===== src/rtl/div_seq_pkg.sv =====
// div_seq_pkg: op encodings, FSM states and width constants for the divide sequencer
package div_seq_pkg;
    localparam int XLEN_DEF = 32;
    localparam logic [XLEN_DEF-1:0] INT_MIN = {1'b1, {(XLEN_DEF-1){1'b0}}};
    typedef enum logic [1:0] {OP_DIV = 2'b00, OP_DIVU = 2'b01, OP_REM = 2'b10, OP_REMU = 2'b11} op_e;
    typedef enum logic [2:0] {S_IDLE, S_LAUNCH, S_WAIT, S_FIX, S_DONE} state_e;
    function automatic logic op_signed(input logic [1:0] op);
        return ~op[0];
    endfunction
    function automatic logic op_rem(input logic [1:0] op);
        return op[1];
    endfunction
endpackage


===== src/rtl/div_sign_fix.sv =====
// div_sign_fix: operand magnitude conversion and signed quotient/remainder correction
import div_seq_pkg::*;
module div_sign_fix #(
    parameter int XLEN = XLEN_DEF
) (
    input  logic            is_signed,
    input  logic [XLEN-1:0] a,
    input  logic [XLEN-1:0] b,
    output logic            sign_a,
    output logic            sign_b,
    output logic [XLEN:0]   mag_a,
    output logic [XLEN:0]   mag_b,
    input  logic [XLEN-1:0] q,
    input  logic [XLEN-1:0] r,
    input  logic            neg_q,
    input  logic            neg_r,
    input  logic            sel_rem,
    output logic [XLEN-1:0] q_fix,
    output logic [XLEN-1:0] r_fix,
    output logic [XLEN-1:0] res
);
    always_comb begin
        sign_a = is_signed & a[XLEN-1];
        sign_b = is_signed & b[XLEN-1];
        // negate the sign-extended value so INT_MIN yields 2^(XLEN-1)
        mag_a = sign_a ? -{a[XLEN-1], a} : {1'b0, a};
        mag_b = sign_b ? -{b[XLEN-1], b} : {1'b0, b};
        q_fix = neg_q ? -q : q;
        r_fix = neg_r ? -r : r;
        res = sel_rem ? r_fix : q_fix;
    end
endmodule


===== src/rtl/div_seq_ctrl.sv =====
// div_seq_ctrl: DIV/DIVU/REM/REMU sequencer around an external unsigned divider core
// DIV_RESULT_CACHE_EN adds a one-entry cache of the last completed core result.
import div_seq_pkg::*;
module div_seq_ctrl #(
    parameter int XLEN = XLEN_DEF,
    parameter int TAG_W = 5
) (
    input  logic             clk,
    input  logic             reset_n,
    input  logic             flush,
    input  logic             in_valid,
    output logic             in_ready,
    input  logic [1:0]       in_op,
    input  logic [XLEN-1:0]  in_a,
    input  logic [XLEN-1:0]  in_b,
    input  logic [TAG_W-1:0] in_tag,
    output logic             out_valid,
    input  logic             out_ready,
    output logic [XLEN-1:0]  out_data,
    output logic [TAG_W-1:0] out_tag,
    output logic             div_en,
    output logic [XLEN:0]    div_dividend,
    output logic [XLEN:0]    div_divisor,
    input  logic             div_ready,
    input  logic             div_vout,
    input  logic [XLEN:0]    div_q,
    input  logic [XLEN:0]    div_r
);
    localparam logic [XLEN-1:0] IMIN = {1'b1, {(XLEN-1){1'b0}}};
    state_e state, state_nx;
    logic accept, sgn_in, sa_in, sb_in, dz, ovf, hit;
    logic sa_r, sb_r, rem_r;
    logic [XLEN:0] mag_a, mag_b;
    logic [XLEN-1:0] q_r, r_r, q_fix, r_fix, res, special, hit_data;
    logic unused_msb;
    assign unused_msb = div_q[XLEN] ^ div_r[XLEN];
    assign sgn_in = op_signed(in_op);
    assign dz = in_b == '0;
    assign ovf = sgn_in && in_a == IMIN && in_b == '1;
    assign special = dz ? (op_rem(in_op) ? in_a : '1) : (op_rem(in_op) ? '0 : IMIN);

    div_sign_fix #(.XLEN(XLEN)) u_fix (
        .is_signed(sgn_in), .a(in_a), .b(in_b), .sign_a(sa_in), .sign_b(sb_in),
        .mag_a(mag_a), .mag_b(mag_b), .q(q_r), .r(r_r), .neg_q(sa_r ^ sb_r),
        .neg_r(sa_r), .sel_rem(rem_r), .q_fix(q_fix), .r_fix(r_fix), .res(res)
    );

`ifdef DIV_RESULT_CACHE_EN
    logic [XLEN-1:0] a_r, b_r, c_a, c_b, c_q, c_r;
    logic sgn_r, c_sgn, c_v;
    always_ff @(posedge clk) begin
        if (accept && !flush) begin
            a_r <= in_a;
            b_r <= in_b;
            sgn_r <= sgn_in;
        end
        if (!reset_n) c_v <= 1'b0;
        else if (state == S_FIX && !flush) begin
            c_v <= 1'b1;
            c_a <= a_r;
            c_b <= b_r;
            c_sgn <= sgn_r;
            c_q <= q_fix;
            c_r <= r_fix;
        end
    end
    assign hit = c_v && c_a == in_a && c_b == in_b && c_sgn == sgn_in;
    assign hit_data = op_rem(in_op) ? c_r : c_q;
`else
    assign hit = 1'b0;
    assign hit_data = '0;
`endif

    always_ff @(posedge clk) state <= !reset_n ? S_IDLE : state_nx;

    always_comb begin
        state_nx = state;
        in_ready = state == S_IDLE;
        out_valid = state == S_DONE;
        div_en = state == S_LAUNCH && div_ready;
        accept = in_ready && in_valid;
        case (state)
            S_IDLE:   state_nx = accept ? ((dz || ovf || hit) ? S_DONE : S_LAUNCH) : S_IDLE;
            S_LAUNCH: state_nx = div_ready ? S_WAIT : S_LAUNCH;
            S_WAIT:   state_nx = div_vout ? S_FIX : S_WAIT;
            S_FIX:    state_nx = S_DONE;
            S_DONE:   state_nx = out_ready ? S_IDLE : S_DONE;
            default:  state_nx = S_IDLE;
        endcase
        if (flush) state_nx = S_IDLE;
    end

    always_ff @(posedge clk) begin
        if (!reset_n) begin
            out_data <= '0;
            out_tag <= '0;
            div_dividend <= '0;
            div_divisor <= '0;
            sa_r <= 1'b0;
            sb_r <= 1'b0;
            rem_r <= 1'b0;
        end else begin
            if (accept && !flush) begin
                out_tag <= in_tag;
                rem_r <= op_rem(in_op);
                sa_r <= sa_in;
                sb_r <= sb_in;
                div_dividend <= mag_a;
                div_divisor <= mag_b;
                if (dz || ovf) out_data <= special;
                else if (hit) out_data <= hit_data;
            end
            // the core remainder keeps shifting after the strobe, so sample only here
            if (state == S_WAIT && div_vout) begin
                q_r <= div_q[XLEN-1:0];
                r_r <= div_r[XLEN-1:0];
            end
            if (state == S_FIX) out_data <= res;
        end
    end
endmodule


===== config.mk =====
export PLATFORM = sky130hd
export DESIGN_NAME = div_seq_ctrl
export DESIGN_NICKNAME = d
export VERILOG_FILES = /design/src/rtl/div_seq_pkg.sv /design/src/rtl/div_sign_fix.sv /design/src/rtl/div_seq_ctrl.sv
export SDC_FILE = /design/constraint.sdc
export NUM_CORES = 1
export LEC_CHECK = 0
export CAP_MARGIN = 20
export CORE_ASPECT_RATIO = 1.5
export CORE_MARGIN = 3
export CORE_UTILIZATION = 53
export CTS_CLUSTER_SIZE = 16
export DETAILED_ROUTE_END_ITERATION = 16
export PLACE_DENSITY = 0.87
export SYNTH_ARGS = -nofsm -noshare
export SYNTH_HDL_FRONTEND = slang
export SYNTH_SLANG_ARGS = --single-unit

===== constraint.sdc =====
create_clock -name clk -period 12.7 [get_ports clk]
set_input_delay 2.54 -clock clk [delete_from_list [all_inputs] [get_ports clk]]
set_output_delay 2.54 -clock clk [all_outputs]
set_load 0.01 [all_outputs]

==> Yosys cells after proc, flatten, opt, wreduce, memory -nomap -nowiden <==
Index checks and enable logic that the tools add are counted.
W data, S select, Z words.
{ "op_classes": {"bitwise_logic": 5, "addsub": 4, "n_eq_ne": 6, "muxes": 17, "reduce_logical": 15} }
{ "ops": {"columns": ["operator", "count"], "rows": [
  ["$mux W32", 9],
  ["$mux W33", 2],
  ["$neg A33 Y33", 2],
  ["$eq A32 B32 Y1 const B", 2],
  ["$neg A32 Y32", 2],
  ["$logic_not A32 Y1", 1],
  ["$pmux W3 S5", 1],
  ["$mux W3", 3],
  ["$eq A3 B2 Y1 const B", 2],
  ["$logic_and A1 B1 Y1", 6],
  ["$reduce_and A2 Y1", 2],
  ["$reduce_bool A2 Y1", 2],
  ["$eq A3 B1 Y1 const B", 1],
  ["$eq A3 B3 Y1 const B", 1],
  ["$logic_not A3 Y1", 1],
  ["$and A1 B1 Y1", 2],
  ["$mux W2", 1],
  ["$not A1 Y1", 2],
  ["$reduce_or A2 Y1", 1],
  ["$logic_not A1 Y1", 1],
  ["$logic_or A1 B1 Y1", 1],
  ["$mux W1", 1],
  ["$xor A1 B1 Y1", 1]
]} }
{ "word_totals": {"word_cells": 57, "output_inout_bits": 106, "ff_bits": 173} }

==> Depth between registers and ports, before layout <==
Gate-level depths: netlist of the first run.
{ "depth": {"word_depth": 7, "mapped_depth": 10, "depth_no_buf": 9} }

==> Cells and area by module <==
Synthesis of the first run repeated with hierarchy kept, for this count alone.
{ "hier_totals": {"hier_cells": 1162, "area_unflattened_um2": 10273.6} }
{ "by_module_without_submodules": {"columns": ["module", "cells_per_inst", "n_inst", "area_each_um2", "seq_area_each_um2"], "rows": [
  ["div_seq_ctrl", 703, 1, 7029.2, 4103.9],
  ["div_sign_fix", 459, 1, 3244.4, 0.0]
]} }

==> Worst setup path before layout of the first run <==
Ideal clock, no wire load.
{ "synth_timing": {"kind": "input port to flip-flop", "from": "input reset_n", "to": "register q_r[0], enable pin", "arrival_time_ns": 5.544, "path_buffers": 1, "path_stages": 3, "setup_slack_ns": 6.670, "setup_ns": 0.486, "path_cell_list": "clkbuf_1 > nand2b_1 > nor2_1"} }
{ "synth_between": {"elab_chain_len": 1} }
{ "synth_rtl": {"columns": ["item", "line_no", "source"], "rows": [
  ["start, declared", "div_seq_ctrl.sv:9", "input logic reset_n,"],
  ["$reduce_and A2 Y1 (no line)", null, null],
  ["end signal, assigned", "div_seq_ctrl.sv:115", "q_r <= div_q[XLEN-1:0];"],
  ["end, declared", "div_seq_ctrl.sv:34", "logic [XLEN-1:0] q_r, r_r, q_fix, r_fix, res, special, hit_data;"]
]} }
No other way between the ends.
A chain may end at the register's enable or synchronous reset.

==> Worst setup path in the final report of the first run <==
{ "layout_timing": {"from": "input div_ready", "to": "output div_en"} }
{ "layout_between": {"elab_chain_len": 1} }
{ "layout_rtl": {"columns": ["item", "line_no", "source"], "rows": [
  ["start, declared", "div_seq_ctrl.sv:24", "input logic div_ready,"],
  ["$logic_and A1 B1 Y1", "div_seq_ctrl.sv:80", "div_en = state == S_LAUNCH && div_ready;"],
  ["end, declared", "div_seq_ctrl.sv:21", "output logic div_en,"]
]} }
No other way between the ends.

==> summary.md, run 1 <==
| Metric | Value |
|---|---|
| Run status | `completed` |
| IO buf count | `247` |
| Area contributors post-synth | `dfxtp_1 (24%), edfxtp_1 (21%), xnor2_1 (5.9%), xor2_1 (5.1%), nor2_1 (4.8%)` |
| Placer Congestion | `1.002` |
| YS warnings | `0` |
| EDFF count, synth | `64` |
| CP top delay family | `buffers and inverters` |
| Crit path required time | `10,160 ps` |
| WL/cell | `between 20 and 25 µm` |
| GRT met1 Usage | `between 30% and 40%` |
| CP bufs+invs | `2` |
| Final Hold Viols | `0` |
| Max Freq | `155.4 MHz` |
| Via/cell ratio | `6.111` |
| Clock buffer count from CTS | `17` |
| DIE AREA | `18,720 µm²` |
| Clk pwr share | `a little over two fifths` |
| HP Class | `register to register` |
| CP max stage cell | `clkdlybuf4s50_1` |
| Combinational power share | `14.0%` |
| Initial cell density of the core | `54.96%` |
| Area share of the largest cell type after synthesis | `between 20% and 30%` |
| Hpwl dp | `21,980 µm` |
| Most frequent cells after synthesis | `nor2_1 (115), dfxtp_1 (109), nand2_1 (76)` |
| Max-slew headroom | `37.89%` |
| Die W | `112.7 µm` |
| Worst-Skew Late Latency | `430 ps` |
| Row count | `57` |
| First-pass GRT wire length | `44,720 µm` |
| Synthesized cell area | `9054 µm²` |
| Fillers | `1,208` |
| CTS Hold Bufs | `0` |
| Share of power burned in registers | `approximately 44%` |
| LEAKAGE | `0.004118 µW` |
| Synthesized instance count | `between 1,000 and 1,500` |
| GR Layer Usage met2 | `52.76%` |
| Clock Tree Buf Depth | `2` |
| RSZ-0062 raised after global routing | `no` |
| Critical path's largest stage delay | `540 ps` |
| Cell Pwr Density | `110.5 nW/µm²` |
| Post-synthesis register bit count | `173` |
| CP Cell Sequence | `clkdlybuf4s50_1 -> nor2b_1 -> and3b_1 -> clkdlybuf4s50_1` |
| Max-cap viol count | `0` |
| Fin crit share | `50.66%` |
| Starting DRT DRC Count | `~840` |
| Grt met3 use | `6.088%` |
| PostCTS Resize Cnt | `0` |
| Setup CP Type | `input pin to output port` |
| Slew Limit Fails | `0` |
| CTS root buffer | `clkbuf_16` |
| Clk_skew | `6.097 ps` |
| Worst-Margin Slew | `923.2 ps` |
| Yosys top cell by area | `dfxtp_1` |
| Crit path top cell by count | `clkdlybuf4s50_1` |
| Setup TNS | `0 ps` |
| Register area share after synthesis | `between 40% and 50%` |
| # setup viols final | `0` |
| Final-stage net count | `1,366` |
| Most common flop cell mapped by yosys | `dfxtp_1` |
| Tmin final | `approximately 6400 ps` |
| CTS HTree Levels | `4` |
| Worst-path fanout max | `2` |
| Vias in the first global route | `8,571` |
| Count leader, synth | `nor2_1` |
| Synthesized Nets | `1,151` |
| Initial antenna violation count | `0` |
| Max VDD drop | `0.09118 mV` |
| Syn avg cell area | `9.036 µm²` |
| Largest net degree at the start of global routing | `124` |
| Core footprint | `16,470 µm²` |
| Diode count | `0` |
| Gr usage total | `30.14%` |
| Switching Fraction | `24.00%` |
| CTS tree | `built` |
| Clock transition at the registers of the reported paths | `about 60 ps` |
| Hold_ws | `457.2 ps` |
| Async set or reset register ratio after synthesis | `0%` |
| Fin util | `74.89%` |
| Worst Path Arrival | `3890 ps` |
| Remaining DRCs | `0` |
| Sw power | `327.4 µW` |
| Setup bufs post-CTS | `0` |
| Distinct cells, synth | `62` |
| Final Total Pwr | `1364 µW` |
| Final ANT Viol Nets | `0` |
| Via count | `8,775` |
| Number of clock sinks | `between 150 and 200` |
| GRT Residual Overflow | `0` |
| IO Pins | `250` |
| First-pass DRT Iterations | `6` |
| CP startpoint kind | `input pin` |
| Register-to-Register Setup Slack | `approximately 9500 ps` |
| Layout area overhead | `36.28%` |
| Most used routing layer in global routing | `met2` |
| Crit end category | `output port` |
| WL final | `29,050 µm` |
| Die H | `about 170 µm` |
| P_int | `1037 µW` |
| Share of layout cells above drive strength 1 | `5.041%` |
worst register-to-register path, cell delays in order (launching register included):
cell	delay [ps]
edfxtp_1	470
inv_1	90
ha_1	220
or4b_2	590
or4_1	460
or2_2	350
o31a_1	260
xor2_1	300
a22oi_1	120
a31oi_1	210
power by group through the flow:
stage | Clock, µW | Sequential, µW | Combinational, µW
after floorplan | 0 | 618 | 76.8
after global placement | 0 | 613 | 183
after detailed placement | 0 | 614 | 187
after CTS | 576 | 601 | 188
after global routing | 603 | 602 | 204
final | 572 | 601 | 191
kinds of logic after synthesis:
kind of cell	after synthesis	synth area share, %
flops	173	45.33
xor+xnor	114	11.03
buf+inv	80	3.358
mux	3	0.3317
compound gates	286	20.56
simple gates	341	18.70
fa+ha+maj	5	0.6910
final timing paths:
path / cells after the start / start / to
hold / removal: 2 / div_dividend[30] / div_dividend[30]
setup reg to reg: 9 / r_r[0] / out_data[24]
hold reg to reg: 2 / div_dividend[30] / div_dividend[30]
setup / recovery: 4 / div_ready / div_en
placed cells by master, fill, tap and decap left out, drive strengths merged, types with 22 or more instances in the layout:
| cell | n |
|---|---|
| clkbuf | 22 |
| o31ai | 24 |
| dfxtp | 109 |
| o21ai | 65 |
| nor2 | 115 |
| edfxtp | 64 |
| nand2 | 76 |
| a211oi | 37 |
| xor2 | 53 |
| xnor2 | 61 |
| nor3 | 25 |
| inv | 22 |
| a21oi | 72 |
| clkdlybuf4s50 | 247 |
state kept, by name (all words and copies together), names as in the netlist:
register,cells
r_r,32
q_r,32
out_data,32
sa_r,1
rem_r,1
div_divisor,33
state,3
sb_r,1
div_dividend,33
out_tag,5
through the flow:
stage / area, µm² / std cells / setup WS, ps
global placement: 11630 / 1402 / 6269
detailed placement: 11630 / 1402 / 6269
CTS: 12280 / 1434 / 6267
floorplan: 9054 / 1002 / 6670
finish: 12340 / 1436 / 6266
global route: 12340 / 1436 / 6217
final cells by class:
type                       instances  area, µm²  share of cell area, %
tap                              206      257.7                  2.089
timing repair buffer             258       2595                  21.03
multi-input combinational        749       4661                  37.78
inverter                          18      67.56                 0.5476
sequential                       173       4104                  33.26
clock inverter                    10      146.4                  1.186
clock buffer                      22      506.7                  4.107
layer usage:
| layer | up-vias | routed length [µm] | share of wire [%] |
|---|---|---|---|
| li1 | 4130 | - | - |
| met1 | 4100 | 10310 | 35 |
| met2 | 430 | 14880 | 51 |
| met3 | 115 | 1976 | 6.8 |
| met4 | 0 | 1882 | 6.5 |
| met5 | - | 0 | 0 |
Power figures use the tool's default switching activity.
==> run 2: changes to the inputs <==
--- a/config.mk
+++ b/config.mk
@@ -8,10 +8,10 @@
 export CAP_MARGIN = 20
 export CORE_ASPECT_RATIO = 1.5
 export CORE_MARGIN = 3
-export CORE_UTILIZATION = 53
+export CORE_UTILIZATION = 49
 export CTS_CLUSTER_SIZE = 16
 export DETAILED_ROUTE_END_ITERATION = 16
-export PLACE_DENSITY = 0.87
+export PLACE_DENSITY = 0.81
 export SYNTH_ARGS = -nofsm -noshare
 export SYNTH_HDL_FRONTEND = slang
 export SYNTH_SLANG_ARGS = --single-unit
==> constraint.sdc (replaced) <==
create_clock -name clk -period 6.2 [get_ports clk]
set_input_delay 1.24 -clock clk [delete_from_list [all_inputs] [get_ports clk]]
set_output_delay 1.24 -clock clk [all_outputs]
set_load 0.01 [all_outputs]
==> summary.md, run 2 (synthesis gave the netlist of run 1 again) <==
| Metric | Value |
|---|---|
| Largest regs | `div_dividend: 33 flops, div_divisor: 33 flops` |
| Clock buffer count from CTS | `17 (unchanged)` |
| Largest net degree at the start of global routing | `100 (-19%)` |
| CP Cell Sequence | `clkdlybuf4s50_1 -> or4b_2 -> nor2_4 -> nand2_1 -> nor4_1 -> nor3_1 -> buf_4 -> a221oi_1 -> nor2_1` |
| Remaining DRCs | `0 (unchanged)` |
| Hpwl dp | `22,000 µm (+0.10%)` |
| Diode count | `0 (unchanged)` |
| Pre-CTS WS | `1387 ps (-4883 ps)` |
| WL/cell | `20.07 µm (-0.82%)` |
| Slew Limit Fails | `0 (unchanged)` |
| CP max stage cell | `nor4_1` |
| Worst-Margin Slew | `1048 ps (+124.5 ps)` |
| RSZ-0062 raised after global routing | `no` |
| Final ANT Viol Nets | `0 (unchanged)` |
| Initial cell density of the core | `50.25% (-4.7 points)` |
| Final Hold Viols | `0 (unchanged)` |
| Core footprint | `18,020 µm² (+9.4%)` |
| GRT Residual Overflow | `0 (unchanged)` |
| CTS HTree Levels | `4 (unchanged)` |
| CTS tree | `built` |
| Row count | `60 (+5.3%)` |
| IO buf count | `247 (unchanged)` |
| Via/cell ratio | `6.005 (-1.7%)` |
| Max-cap viol count | `0 (unchanged)` |
| Cell Pwr Density | `224.2 nW/µm² (+100%)` |
| Run status | `completed` |
| Register-to-Register Setup Slack | `2660 ps (-6880 ps)` |
| Via count | `8,695 (-0.91%)` |
| Clk_skew | `7.233 ps (+1.135 ps)` |
| Die W | `117.0 µm (+3.8%)` |
| Starting DRT DRC Count | `798 (-5.5%)` |
| Die H | `172.5 µm (+3.9%)` |
| Max VDD drop | `0.1484 mV (+63%)` |
| Max-slew headroom | `29.51% (-8.4 points)` |
| CP bufs+invs | `2 (unchanged)` |
| Worst Path Arrival | `4640 ps (+750 ps)` |
| PostCTS Resize Cnt | `0 (unchanged)` |
| First-pass DRT Iterations | `6 (unchanged)` |
| Tmin final | `4337 ps` |
| Reg2Reg Launch Point | `state[1]` |
| Vias in the first global route | `8,222 (-4.1%)` |
| Setup bufs post-CTS | `0 (unchanged)` |
| Crit path from | `in_valid` |
| Gr usage total | `28.44% (-1.7 points)` |
| Share of layout cells above drive strength 1 | `5.118% (+0.077 points)` |
| Number of clock sinks | `173 (unchanged)` |
| CTS root buffer | `clkbuf_16` |
| Max Freq | `230.6 MHz` |
| CTS Hold Bufs | `0 (unchanged)` |
| Most frequent cells in the layout | `clkdlybuf4s50_1 (247), nor2_1 (113), dfxtp_1 (109), nand2_1 (76), a21oi_1 (72)` |
| Critical path's largest stage delay | `830 ps (+290 ps)` |
| Crit path required time | `6500 ps (-3660 ps)` |
| Worst-Skew Late Latency | `440 ps (about the same)` |
| Setup TNS | `0 ps (unchanged)` |
| Placer Congestion | `0.9680 (-3.4%)` |
| CP startpoint kind | `input pin` |
| Final WS setup | `1863 ps (-4403 ps)` |
| First-pass GRT wire length | `44,220 µm (-1.1%)` |
| Crit end category | `register` |
| DIE AREA | `20,180 µm² (+7.8%)` |
| Layout area overhead | `35.83%` |
| Worst-path fanout max | `32 (+30)` |
| Initial antenna violation count | `0 (unchanged)` |
| Clock Tree Buf Depth | `2 (unchanged)` |
| IO Pins | `250 (unchanged)` |
| Clock transition at the registers of the reported paths | `70 ps (about the same)` |
| Setup CP Type | `input pin to register` |
| Final-stage net count | `1,367 (+0.073%)` |
| CP top delay family | `simple AND/OR/NAND/NOR gates` |
| WL final | `29,060 µm (about the same)` |
| HP Class | `register to register` |
| # setup viols final | `0 (unchanged)` |
| Hold path start | `out_tag[0]` |
| Fin crit share | `a little over two thirds` |
| LEAKAGE | `0.004100 µW (-0.43%)` |
| Most common cell after layout, fill and taps aside | `clkdlybuf4s50_1` |
## run 2: cell count changes in the layout (fill, tap and decap cells not counted), sizes merged
| cell | delta |
|---|---|
| bufinv | -1 |
| buf | +1 |
| clkinv | +2 |
| inv | -1 |
## run 2: layout make-up
cell class                 instances  area, µm²
fill                            1442       5719
multi-input combinational        749       4661
sequential                       173       4104
timing repair buffer             259       2562
clock buffer                      22      506.7
tap                              217      271.5
clock inverter                    10      125.1
inverter                          18      67.56
## run 2: worst paths after layout
kind / to / cells after the start
worst max-delay path: out_data[1] / 9
worst min-delay path: out_tag[0] / 2
worst max register to register: out_data[1] / 8
worst min register to register: out_tag[0] / 2
## run 2: worst register-to-register path, cell delays in order, from the launching register on
cell      delay [ps]
dfxtp_1          380
or4b_2           760
nor2_4           540
nand2_1          170
nor4_1           830
nor3_1            90
buf_4            240
a221oi_1         320
nor2_1            80
## run 2: through the flow
step                      std cells  power [µW]  utilization, %  area (µm²)  hold WS [ps]
after floorplan                1002        1422               -        9054         472.7
after global placement         1416        1634           64.75       11670         442.1
after detailed placement       1416        1640           64.75       11670         447.8
after CTS                      1448        2764           68.26       12300         454.8
after global routing           1448        2850           68.26       12300         489.4
final                          1448        2758           68.26       12300         453.8
## run 2: routing by layer
| metal | routed length (µm) | GRT usage [%] |
|---|---|---|
| met5 | 0 | 0 |
| met4 | 1311 | 13.37 |
| met3 | 1745 | 4.902 |
| met2 | 15320 | 50.56 |
| met1 | 10680 | 32.73 |
## run 2: power breakdown
group / internal, µW / switching (µW)
clock network: 669 / 471
registers: 1210 / 18.5
logic: 202 / 188
